===== config.mk =====
export PLATFORM = sky130hd
export DESIGN_NAME = serv_wfi_seq
export DESIGN_NICKNAME = d
export VERILOG_FILES = /design/src/rtl/serv_wfi_seq.sv
export SDC_FILE = /design/constraint.sdc
export NUM_CORES = 1
export LEC_CHECK = 0
export BUFFER_PORTS_ARGS = -buffer_cell sky130_fd_sc_hd__buf_4
export CORE_MARGIN = 3
export CORE_UTILIZATION = 48
export DETAILED_ROUTE_END_ITERATION = 8
export PLACE_DENSITY = 0.72
export SKIP_LAST_GASP = 1
export SLEW_MARGIN = 10
export SYNTH_ARGS = -nofsm -noshare
export SYNTH_HDL_FRONTEND = slang
export SYNTH_SLANG_ARGS = --single-unit

===== constraint.sdc =====
create_clock -name i_clk -period 2.1 [get_ports i_clk]
set_input_delay 0.42 -clock i_clk [delete_from_list [all_inputs] [get_ports i_clk]]
set_output_delay 0.42 -clock i_clk [all_outputs]
set_load 0.005 [all_outputs]

===== src/rtl/serv_wfi_seq.sv =====
// -----------------------------------------------------------------------------
// serv_wfi_seq
//
// Sequences a WFI on the side that starts the sleep/halt handshake. It takes a
// WFI request from the core and waits for outstanding bus traffic to drain.
// It then holds o_sleep_request to the clock-halt block until an interrupt
// arrives. After wake it waits a settle delay and completes the WFI back to
// the core. Runs on the free-running (ungated) clock.
//
// Parameters
//   RESET_STRATEGY  "NONE" resets only the FSM state; any other value also
//                   resets the counter and the abort flag
//   WAKE_DELAY      settle cycles spent in WAKE before completion (0 = none)
//   DRAIN_TIMEOUT   max DRAIN cycles before aborting (0 = wait forever)
//
// Ports
//   i_clk            in   1   free-running clock
//   i_rst            in   1   synchronous, active-high reset
//   i_wfi_valid      in   1   core WFI request, held until o_wfi_ready
//   i_bus_idle       in   1   no outstanding ibus/dbus transactions
//   i_timer_irq      in   1   timer interrupt pending
//   i_external_irq   in   1   external interrupt pending
//   o_sleep_request  out  1   clock-halt request, high only in SLEEP
//   o_wfi_ready      out  1   one-cycle WFI completion strobe
//   o_wfi_abort      out  1   with o_wfi_ready: WFI ended without sleeping
//   o_sleeping       out  1   high in SLEEP or WAKE
//   o_sleep_cycles   out  32  saturating count of SLEEP cycles
//                             (only when SERV_WFI_STATS_EN is defined)
//
// Build option
//   SERV_WFI_STATS_EN  adds o_sleep_cycles and its counter
// -----------------------------------------------------------------------------
module serv_wfi_seq #(
   parameter              RESET_STRATEGY = "MINI",
   parameter int unsigned WAKE_DELAY     = 4,
   parameter int unsigned DRAIN_TIMEOUT  = 16
) (
   input  logic        i_clk,
   input  logic        i_rst,
   input  logic        i_wfi_valid,
   input  logic        i_bus_idle,
   input  logic        i_timer_irq,
   input  logic        i_external_irq,
   output logic        o_sleep_request,
   output logic        o_wfi_ready,
   output logic        o_wfi_abort,
   output logic        o_sleeping
`ifdef SERV_WFI_STATS_EN
   ,
   output logic [31:0] o_sleep_cycles
`endif
);

   localparam bit          RESET_ALL  = (RESET_STRATEGY != "NONE");
   localparam int unsigned CNT_MAX    = (WAKE_DELAY > DRAIN_TIMEOUT) ? WAKE_DELAY : DRAIN_TIMEOUT;
   localparam int unsigned CNT_W      = (CNT_MAX < 1) ? 1 : $clog2(CNT_MAX + 1);
   localparam int unsigned DRAIN_LAST = (DRAIN_TIMEOUT == 0) ? 0 : DRAIN_TIMEOUT - 1;
   localparam int unsigned WAKE_LAST  = (WAKE_DELAY == 0) ? 0 : WAKE_DELAY - 1;

   typedef enum logic [2:0] {
      S_IDLE,
      S_DRAIN,
      S_SLEEP,
      S_WAKE,
      S_DONE
   } state_t;

   state_t           state;
   state_t           state_nxt;
   logic [CNT_W-1:0] cnt;
   logic [CNT_W-1:0] cnt_nxt;
   logic             abort_q;
   logic             abort_nxt;
   logic             wake;

   assign wake = i_timer_irq | i_external_irq;

   // NOTE: every variable gets its hold value first, so no path through the
   // case statement can leave one unassigned and infer a latch.
   always_comb begin
      state_nxt = state;
      cnt_nxt   = cnt;
      abort_nxt = abort_q;
      case (state)
         S_IDLE: begin
            if (i_wfi_valid) begin
               if (wake) begin
                  state_nxt = S_DONE;
                  abort_nxt = 1'b1;
               end else begin
                  state_nxt = S_DRAIN;
                  cnt_nxt   = '0;
                  abort_nxt = 1'b0;
               end
            end
         end
         S_DRAIN: begin
            // Wake beats bus idle, which beats the drain timeout.
            if (wake) begin
               state_nxt = S_DONE;
               abort_nxt = 1'b1;
            end else if (i_bus_idle) begin
               state_nxt = S_SLEEP;
            end else if ((DRAIN_TIMEOUT != 0) && (cnt == CNT_W'(DRAIN_LAST))) begin
               state_nxt = S_DONE;
               abort_nxt = 1'b1;
            end else if (cnt != '1) begin
               // Saturate rather than wrap when waiting forever.
               cnt_nxt = cnt + 1'b1;
            end
         end
         S_SLEEP: begin
            if (wake) begin
               abort_nxt = 1'b0;
               cnt_nxt   = '0;
               state_nxt = (WAKE_DELAY == 0) ? S_DONE : S_WAKE;
            end
         end
         S_WAKE: begin
            // Settle delay runs to completion even if the interrupt drops.
            if (cnt == CNT_W'(WAKE_LAST)) begin
               state_nxt = S_DONE;
               abort_nxt = 1'b0;
            end else begin
               cnt_nxt = cnt + 1'b1;
            end
         end
         S_DONE: begin
            state_nxt = S_IDLE;
         end
         default: begin
            state_nxt = S_IDLE;
         end
      endcase
   end

   // NOTE: state is held in flops written only with non-blocking assignments,
   // so every flop samples the pre-edge values of its peers.
   always_ff @(posedge i_clk) begin
      if (i_rst) begin
         state <= S_IDLE;
      end else begin
         state <= state_nxt;
      end
   end

   // NOTE: the counter and abort flag are fully rewritten before they are
   // read, so under "NONE" they are deliberately left out of reset.
   always_ff @(posedge i_clk) begin
      cnt     <= cnt_nxt;
      abort_q <= abort_nxt;
      if (RESET_ALL && i_rst) begin
         cnt     <= '0;
         abort_q <= 1'b0;
      end
   end

   assign o_sleep_request = (state == S_SLEEP);
   assign o_sleeping      = (state == S_SLEEP) || (state == S_WAKE);
   assign o_wfi_ready     = (state == S_DONE);
   assign o_wfi_abort     = (state == S_DONE) && abort_q;

`ifdef SERV_WFI_STATS_EN
   logic [31:0] sleep_cycles;

   // Always reset, independent of RESET_STRATEGY, so software sees a clean count.
   always_ff @(posedge i_clk) begin
      if (i_rst) begin
         sleep_cycles <= '0;
      end else if ((state == S_SLEEP) && (sleep_cycles != 32'hFFFF_FFFF)) begin
         sleep_cycles <= sleep_cycles + 32'd1;
      end
   end

   assign o_sleep_cycles = sleep_cycles;
`endif

endmodule


Word level (Yosys, flattened, before mapping):

Cells that the tools add are included.

* bits in registers: 9
* input port bits: 6
* output and inout port bits: 4
* word-level logic and storage cells: 56

* add/subtract/negate cells: 1
* equal/unequal tests: 19
* muxes and demuxes: 25
* bitwise operators: 1
* reduce and logical (&&, ||, !) cells: 7

Operators with widths (count)
* 5-bit 2-to-1 mux: 8
* 3-bit 2-to-1 mux: 7
* 5-bit one-hot mux with 4 select lines: 1
* 2-bit inequality test (second input constant): 8
* 3-bit one-hot mux with 4 select lines: 1
* 9-bit AND reduction: 1
* 1-bit 2-to-1 mux: 7
* 3-bit by 2-bit equality test with 1-bit output (second input constant): 2
* 3-bit inequality test (second input constant): 2
* 6-bit AND reduction: 1
* 5-bit by 1-bit adder with 5-bit output (second input constant): 1
* 5-bit by 2-bit equality test with 1-bit output (second input constant): 1
* 5-bit by 4-bit equality test with 1-bit output (second input constant): 1
* 5-bit inequality test (second input constant): 1
* 4-bit inequality test (second input constant): 1
* 1-bit one-hot mux with 4 select lines: 1
* 4-bit AND reduction: 1
* 4-bit nonzero test: 1
* 3-bit by 1-bit equality test with 1-bit output (second input constant): 1
* 3-bit equality test (second input constant): 1
* 3-bit zero test: 1
* 2-bit by 1-bit inequality test with 1-bit output (second input constant): 1
* 1-bit logical AND: 1
* 1-bit logical OR: 1
* 1-bit bitwise OR: 1

Depth between registers and ports, before layout:

Gate-level depths: netlist (run 1).

* word-level depth: 6
* depth in mapped cells: 7
* depth with buffers taken out: 7

Worst setup path before layout (run 1):

No wires, ideal clock.

* path type: register to register
* start point: reg cnt[0]
* end point: reg cnt[0]
* setup time: 0.123 ns
* arrival time: 1.937 ns
* data required time: 1.977 ns
* slack: 0.040 ns
* cell stages (with the launch flop): 7
* path buffers: 0
* clock period less this slack: 2.060 ns
* path through: dfxtp_1 ha_1 and3_1 ha_1 or4_4 a21oi_4 mux2_1

* word-level cells in the longest chain between the ends: 6
* elaborated cells between the ends (all ways): 14
* classes of those cells: 1 x add/sub; 6 x eq/ne; 6 x mux; 1 x reduce/logical

Ends and longest elaborated chain
* from (decl): line 70 `logic [CNT_W-1:0] cnt;`
* from (signal assigned): line 150 `cnt <= cnt_nxt;`
* 5-bit by 1-bit adder with 5-bit output: line 109, 125
* 5-bit 2-to-1 mux: line 107 `end else if (cnt != '1) begin`
* 5-bit 2-to-1 mux: line 104 `end else if ((DRAIN_TIMEOUT != 0) && (cnt == CNT_W'(DRAIN_LAST))) begin`
* 5-bit 2-to-1 mux: line 102 `end else if (i_bus_idle) begin`
* 5-bit 2-to-1 mux: line 99 `if (wake) begin`
* 5-bit one-hot mux with 4 select lines: line 84 `case (state)`

Several ways; a longest one is shown, not always the timed one. The select of a mux whose other input is x is not followed.
A chain may end at the register's enable or synchronous reset.

Final worst setup path (run 1):

* start point: reg cnt[1]
* end point: reg cnt[0]

* word-level cells in the longest chain between the ends: 3
* elaborated cells between the ends (all ways): 7
* classes of those cells: 6 x eq/ne; 1 x reduce/logical

Ends and longest elaborated chain
* 5-bit by 2-bit equality test with 1-bit output (tied with other cells): line 121 `if (cnt == CNT_W'(WAKE_LAST)) begin`
* 2-bit inequality test (no source line)
* 9-bit AND reduction (no source line) *

Every way passes the cells marked *; elsewhere a longest branch is shown, timed or not.

==> metrics, run 1 <==
Sw Pwr=between 100 and 150 uW; Clock Latency Late Sink=270 ps; fin worst setup slack=between 30 and 40 ps; die width=43.2 um; dpl cells=between 100 and 150; top layer reached by signal wires=met4; Critical Path RT=2260 ps; synth unique cells=34; Max stage delay on crit path=570 ps; synth warn=0; vias per cell=between 5 and 6; Global Route Usage Sum=0.172; DRT met1 WL=about 760 um; Crit path arrival time=2230 ps; via count=about 630; CP most frequent cell=ha_4; Worst Skew=approximately 0.7 ps; Critical Path Slowest Stage Cell=or4_4; Area Growth Syn to Fin=28.6%; Slew Viols, Final=0; CTS tree=built; Worst Path Buf+Inv=0; final wirelength=roughly 1500 um; drt first pass iters=4; wire length on met2=~660 um; top cell family by delay on the critical path=simple AND/OR/NAND/NOR gates; Worst-Margin Slew=~360 ps; Hold Buf Count CTS=0; DR WL/cell=14.3 um; WS Path Type=register to register; Die ar.=between 1500 and 2000 sq um; outcome=completed; unrepaired setup endpoints after global routing=true; crit path from=cnt[1]; critical path endpoint category=register; critical path cell sequence=ha_4 > and3_4 > ha_4 > or4_4 > a21oi_4 > mux2_4; first-pass GRT wire length=around 2400 um; GR Overflow Total=0; post-synthesis register bit count=9; DR WL met3=103 um; fin crit share=0.984; Cells after Synth=77; clk sinks=9; Logic pwr share=0.159; number of setup violations in the final report=0; leakage=about 0.00034 uW; reg2reg start=cnt[1]; largest net degree at the start of global routing=14; most frequent cells in the layout=buf_4, nor2_1, nand2b_1, dfxtp_1, inv_1; Fmax achieved=a little under 0.5 GHz; # IOs=10; pre-CTS setup slack=-20.0 ps; Layout Nets=about 100; Inserted Diodes=0; syn_area_per_cell=between 8 and 9 sq um; CTS Buf Count=3; routability cong.=0.732; Worst Hold Launch=i_rst; drt drc=0; max-cap viol count=0; clock root cell=clkbuf_4; Reg clk slew, reported paths=roughly 70 ps; CTS H-Tree Depth=1; ratio of cells with drive above 1 in the final layout=0.366; Die Span Y=between 40 and 50 um; Crit Path Max Fanout=4; PortBufs=9; syn_nets=86; Final Non-Filler Cells=about 110; P_int=between 200 and 300 uW; Slew headroom=0.760; sequential share of the synthesized area=0.271; VDD IR max=approximately 0.00033 V; Rows=12; Switching Fraction=0.281; Antenna Nets Post-Route=0; crit path time final=between 2000 and 2500 ps; CTS max path bufs=2; PD cells=approximately 450 nW/um^2; final hold violations=0; Core Area=about 1200 sq um; clock share of power=0.382; initial antenna violation count=0; DP Wirelength=1090 um; mapped cell area=664 sq um; vias in the first global route=551; HP Class=input port to register; starting density of the core=0.553; sequential share of power=0.459; DRT iter0 DRCs=19; crit path launch type=register; total power draw=slightly below 400 uW; most common cell after layout, fill and taps aside=buf_4
==> worst paths after layout <==
kind,to,slack [ps],cells past startpoint
worst max-delay path,cnt[0],30,6
worst min-delay path,state[2],420,2
worst max register to register,cnt[0],30,6
worst min register to register,abort_q,470,2
==> layout make-up <==
type / count / area (sq um)
clock buffer: 4 / 26.3
multi-input combinational: 60 / 494
inverter: 5 / 18.8
timing repair buffer: 15 / 113
tap: 14 / 17.5
fill: 96 / 347
sequential: 9 / 185
==> registers in the layout (all words and copies together) (netlist names) <==
register  count
cnt           5
state         3
abort_q       1
==> routing by layer <==
layer | track usage | vias up
met5 | 0 | -
met4 | 0.0542 | 0
met3 | 0.0636 | 3
met2 | 0.233 | 22
met1 | 0.247 | 292
li1 | - | 316
==> cell families after synthesis <==
kind of cell,after synthesis,share of synthesized area
muxes,4,0.0640
DFF,9,0.271
buffers and inverters,8,0.0452
and+or+nand+nor,34,0.301
AOI/OAI and AO/OA,19,0.262
adders and majority gates,3,0.0565
==> metrics by stage <==
| stage | TNS [ps] | cell area, sq um | utilization | hold slack, ps |
|---|---|---|---|---|
| 2_1_floorplan | 0 | 664 | - | 445 |
| 3_3_place_gp | 0 | 776 | 0.646 | 469 |
| 3_5_place_dp | -32.2 | 776 | 0.646 | 460 |
| 4_1_cts | 0 | 810 | 0.674 | 419 |
| 5_1_grt | -21.1 | 855 | 0.711 | 426 |
| 6_report | 0 | 855 | 0.711 | 424 |
==> what timing repair did <==
| item | CTS | global route |
|---|---|---|
| gates cloned | 0 | 0 |
| buffers inserted | 1 | 0 |
| pin swaps | 1 | 3 |
| resized for setup | 0 | 11 |
| endpoints found under the setup margin | 2 | 2 |
==> Yosys cell counts <==
library cell | number | share of area
nor4_1 | 1 | 0.0094
mux2_1 | 2 | 0.034
or4b_1 | 1 | 0.015
a221oi_1 | 2 | 0.026
or4b_4 | 1 | 0.021
or3b_2 | 1 | 0.013
ha_1 | 3 | 0.057
o21a_1 | 2 | 0.023
nor3b_1 | 1 | 0.011
a2111oi_2 | 1 | 0.023
dfxtp_1 | 9 | 0.27
a211oi_2 | 1 | 0.019
nor2b_1 | 1 | 0.0094
nand2b_1 | 7 | 0.066
o2bb2ai_1 | 2 | 0.026
a21oi_1 | 2 | 0.015
o31ai_1 | 1 | 0.011
inv_1 | 5 | 0.028
and2_1 | 1 | 0.0094
a221o_1 | 1 | 0.015
buf_1 | 1 | 0.0056
mux2i_1 | 2 | 0.030
a21oi_4 | 2 | 0.049
nor2_1 | 9 | 0.051
clkbuf_1 | 2 | 0.011
and3_1 | 3 | 0.028
or4_4 | 1 | 0.017
nand2_1 | 2 | 0.011
a211o_1 | 2 | 0.026
o21ai_0 | 2 | 0.015
nor3_1 | 3 | 0.023
nand3_1 | 1 | 0.0075
or3_1 | 1 | 0.0094
a31o_2 | 1 | 0.013
==> worst register-to-register path, stage by stage (launching register included) <==
cell and delay (ps):
dfxtp_4 360, ha_4 160, and3_4 190, ha_4 140, or4_4 570, a21oi_4 220, mux2_4 320
==> power by group through the flow <==
stage	logic (uW)	registers, uW	clock network (uW)
after CTS	59.9	178	148
after global routing	67.1	178	160
after global placement	57.9	182	0
final	61.4	177	148
after floorplan	37.3	181	0
after detailed placement	57.9	182	0
No activity file was read; power rests on OpenSTA's default activity.
==> inputs of run 2 (changes only) <==
- PLACE_DENSITY: 0.72 -> default
- PLACE_DENSITY_LB_ADDON: default -> 0.25
==> metrics, run 2 (same netlist as run 1, synthesis figures left out) <==
Crit Path Max Fanout=3 (was 4); vias per cell=6.01 (was 5.92); Min-Delay Path Depth=2 (unchanged); critical path endpoint category=register (unchanged); # IOs=10 (unchanged); RR Endpoint=cnt[4] (was cnt[0]); initial antenna violation count=0 (unchanged); Die ar.=1870 sq um (unchanged); Biggest register=cnt (unchanged); DRT iter0 DRCs=33 (was 19); CTS H-Tree Depth=1 (unchanged); CTS max path bufs=2 (unchanged); Global Route Usage Sum=0.176 (was 0.172); sequential share of power=0.476 (was 0.459); vias in the first global route=539 (was 551); DP Wirelength=1080 um (was 1090 um); Worst Skew=0.971 ps (was 0.700 ps); outcome=completed (unchanged); crit path time final=2060 ps (was 2070 ps); Worst-Margin Slew=403 ps (was 358 ps); reg2reg start=cnt[0] (was cnt[1]); Rows=12 (unchanged); unrepaired setup endpoints after global routing=false (was true); clock root cell=clkbuf_4 (unchanged); Layout Nets=103 (unchanged); Final Non-Filler Cells=107 (unchanged); Hold Buf Count CTS=0 (unchanged); leakage=0.000352 uW (was 0.000345 uW); Fmax achieved=0.486 GHz (was 0.484 GHz); Logic pwr share=0.161 (was 0.159); final hold violations=0 (unchanged); R2R cell count=6 (unchanged); drt first pass iters=4 (unchanged); clock share of power=0.362 (was 0.382); Crit path arrival time=2210 ps (was 2230 ps); Worst Path Buf+Inv=0 (unchanged); Critical Path RT=2250 ps (was 2260 ps); clk sinks=9 (unchanged); crit path launch type=register (unchanged); P_int=278 uW (about the same); number of setup violations in the final report=0 (unchanged); CTS tree=built (unchanged); routability cong.=0.806 (was 0.732); largest registers=cnt (5), state (3), abort_q (1) (unchanged); most common cell after layout, fill and taps aside=buf_4 (unchanged); Clock Latency Late Sink=260 ps (was 270 ps); Reg clk slew, reported paths=60 ps (was 70 ps); die width=43.2 um (unchanged); DR WL/cell=14.9 um (was 14.3 um); final wirelength=1590 um (was 1530 um); final core utilization=0.708 (was 0.711); Slew Viols, Final=0 (unchanged); ratio of cells with drive above 1 in the final layout=0.355 (was 0.366); via count=643 (was 633); max-cap viol count=0 (unchanged); hold_ws=432 ps (was 424 ps); largest net degree at the start of global routing=14 (unchanged); PD cells=445 nW/um^2 (was 452 nW/um^2); PortBufs=9 (unchanged); drt drc=0 (unchanged); Inserted Diodes=0 (unchanged); fin crit share=0.979 (was 0.984); Slew headroom=0.729 (was 0.760); CTS Buf Count=3 (unchanged); VDD IR max=0.000427 V (was 0.000329 V); Die Span Y=43.2 um (unchanged); Worst Hold Launch=i_rst (unchanged); Max stage delay on crit path=550 ps (was 570 ps); GR Overflow Total=0 (unchanged); top cell family by delay on the critical path=simple AND/OR/NAND/NOR gates (unchanged); Sw Pwr=100 uW (was 109 uW); Antenna Nets Post-Route=0 (unchanged); HP Class=input port to register (unchanged); max reg flops=5 (unchanged); Core Area=1200 sq um (unchanged); starting density of the core=0.553 (unchanged); Setup Total Neg Slack=0 ps (unchanged); critical path cell sequence=ha_4 > and3_4 > ha_1 > or4_4 > a21oi_4 > mux2_4 (was ha_4 > and3_4 > ha_4 > or4_4 > a21oi_4 > mux2_4); Area Growth Syn to Fin=28.1% (was 28.6%); crit path from=cnt[0] (was cnt[1]); Critical Path Slowest Stage Cell=or4_4 (unchanged); destination of the worst hold path=state[2] (unchanged); Switching Fraction=0.265 (was 0.281); first-pass GRT wire length=2500 um (was 2440 um); WS Path Type=register to register (unchanged); Worst R2R Setup Slack=40 ps (was 30 ps); dpl cells=101 (was 102); most frequent cells in the layout=buf_4, nor2_1, nand2b_1, dfxtp_1, inv_1 (unchanged)
==> run 2: power by group through the flow <==
stage	Sequential, uW	Clock (uW)	Combinational (uW)
2_1_floorplan	181	0	37.3
3_3_place_gp	184	0	55.3
3_5_place_dp	184	0	55.5
4_1_cts	180	141	58.3
5_1_grt	181	148	66.5
6_report	180	137	61.1
==> run 2: area by class of cell <==
cell class / instances / area [sq um]
clock buffer: 4 / 26.3
inverter: 5 / 18.8
fill: 98 / 350
timing repair buffer: 15 / 113
multi-input combinational: 60 / 493
sequential: 9 / 183
tap: 14 / 17.5
==> run 2: how the worst max path moves through the flow <==
stage | to | cells past startpoint
3_5_place_dp | cnt[4] | 6
5_1_grt | cnt[4] | 6
4_1_cts | cnt[4] | 6
2_1_floorplan | cnt[0] | 6
6_report | cnt[4] | 6
3_3_place_gp | cnt[0] | 6
==> run 2: timing repair <==
action	4_1_cts	5_1_grt
endpoints found under the hold margin	0	0
gates cloned	0	0
setup endpoints to repair	2	4
buffers inserted	1	1
pin swaps	2	3
gates resized for setup	4	5
==> run 2: metrics by stage <==
| stage | area [sq um] | worst slack [ps] | power [uW] |
|---|---|---|---|
| 2_1_floorplan | 664 | 40.1 | 219 |
| 3_3_place_gp | 768 | 25.9 | 239 |
| 6_report | 851 | 43.2 | 379 |
| 4_1_cts | 816 | -4.66 | 379 |
| 3_5_place_dp | 768 | -41.4 | 239 |
| 5_1_grt | 851 | 1.48 | 395 |
==> run 2: metal layers <==
metal | share of wire | track usage | routed length, um
met5 | 0 | 0 | 0
met1 | 0.48 | 0.254 | 756
met4 | 0.028 | 0.0904 | 44
met3 | 0.057 | 0.0254 | 91
met2 | 0.44 | 0.248 | 698
==> run 2: worst reg2reg max path, stage by stage, from the launching register on <==
cell and delay (ps):
dfxtp_2 330, ha_4 160, and3_4 170, ha_1 170, or4_4 550, a21oi_4 240, mux2_4 320
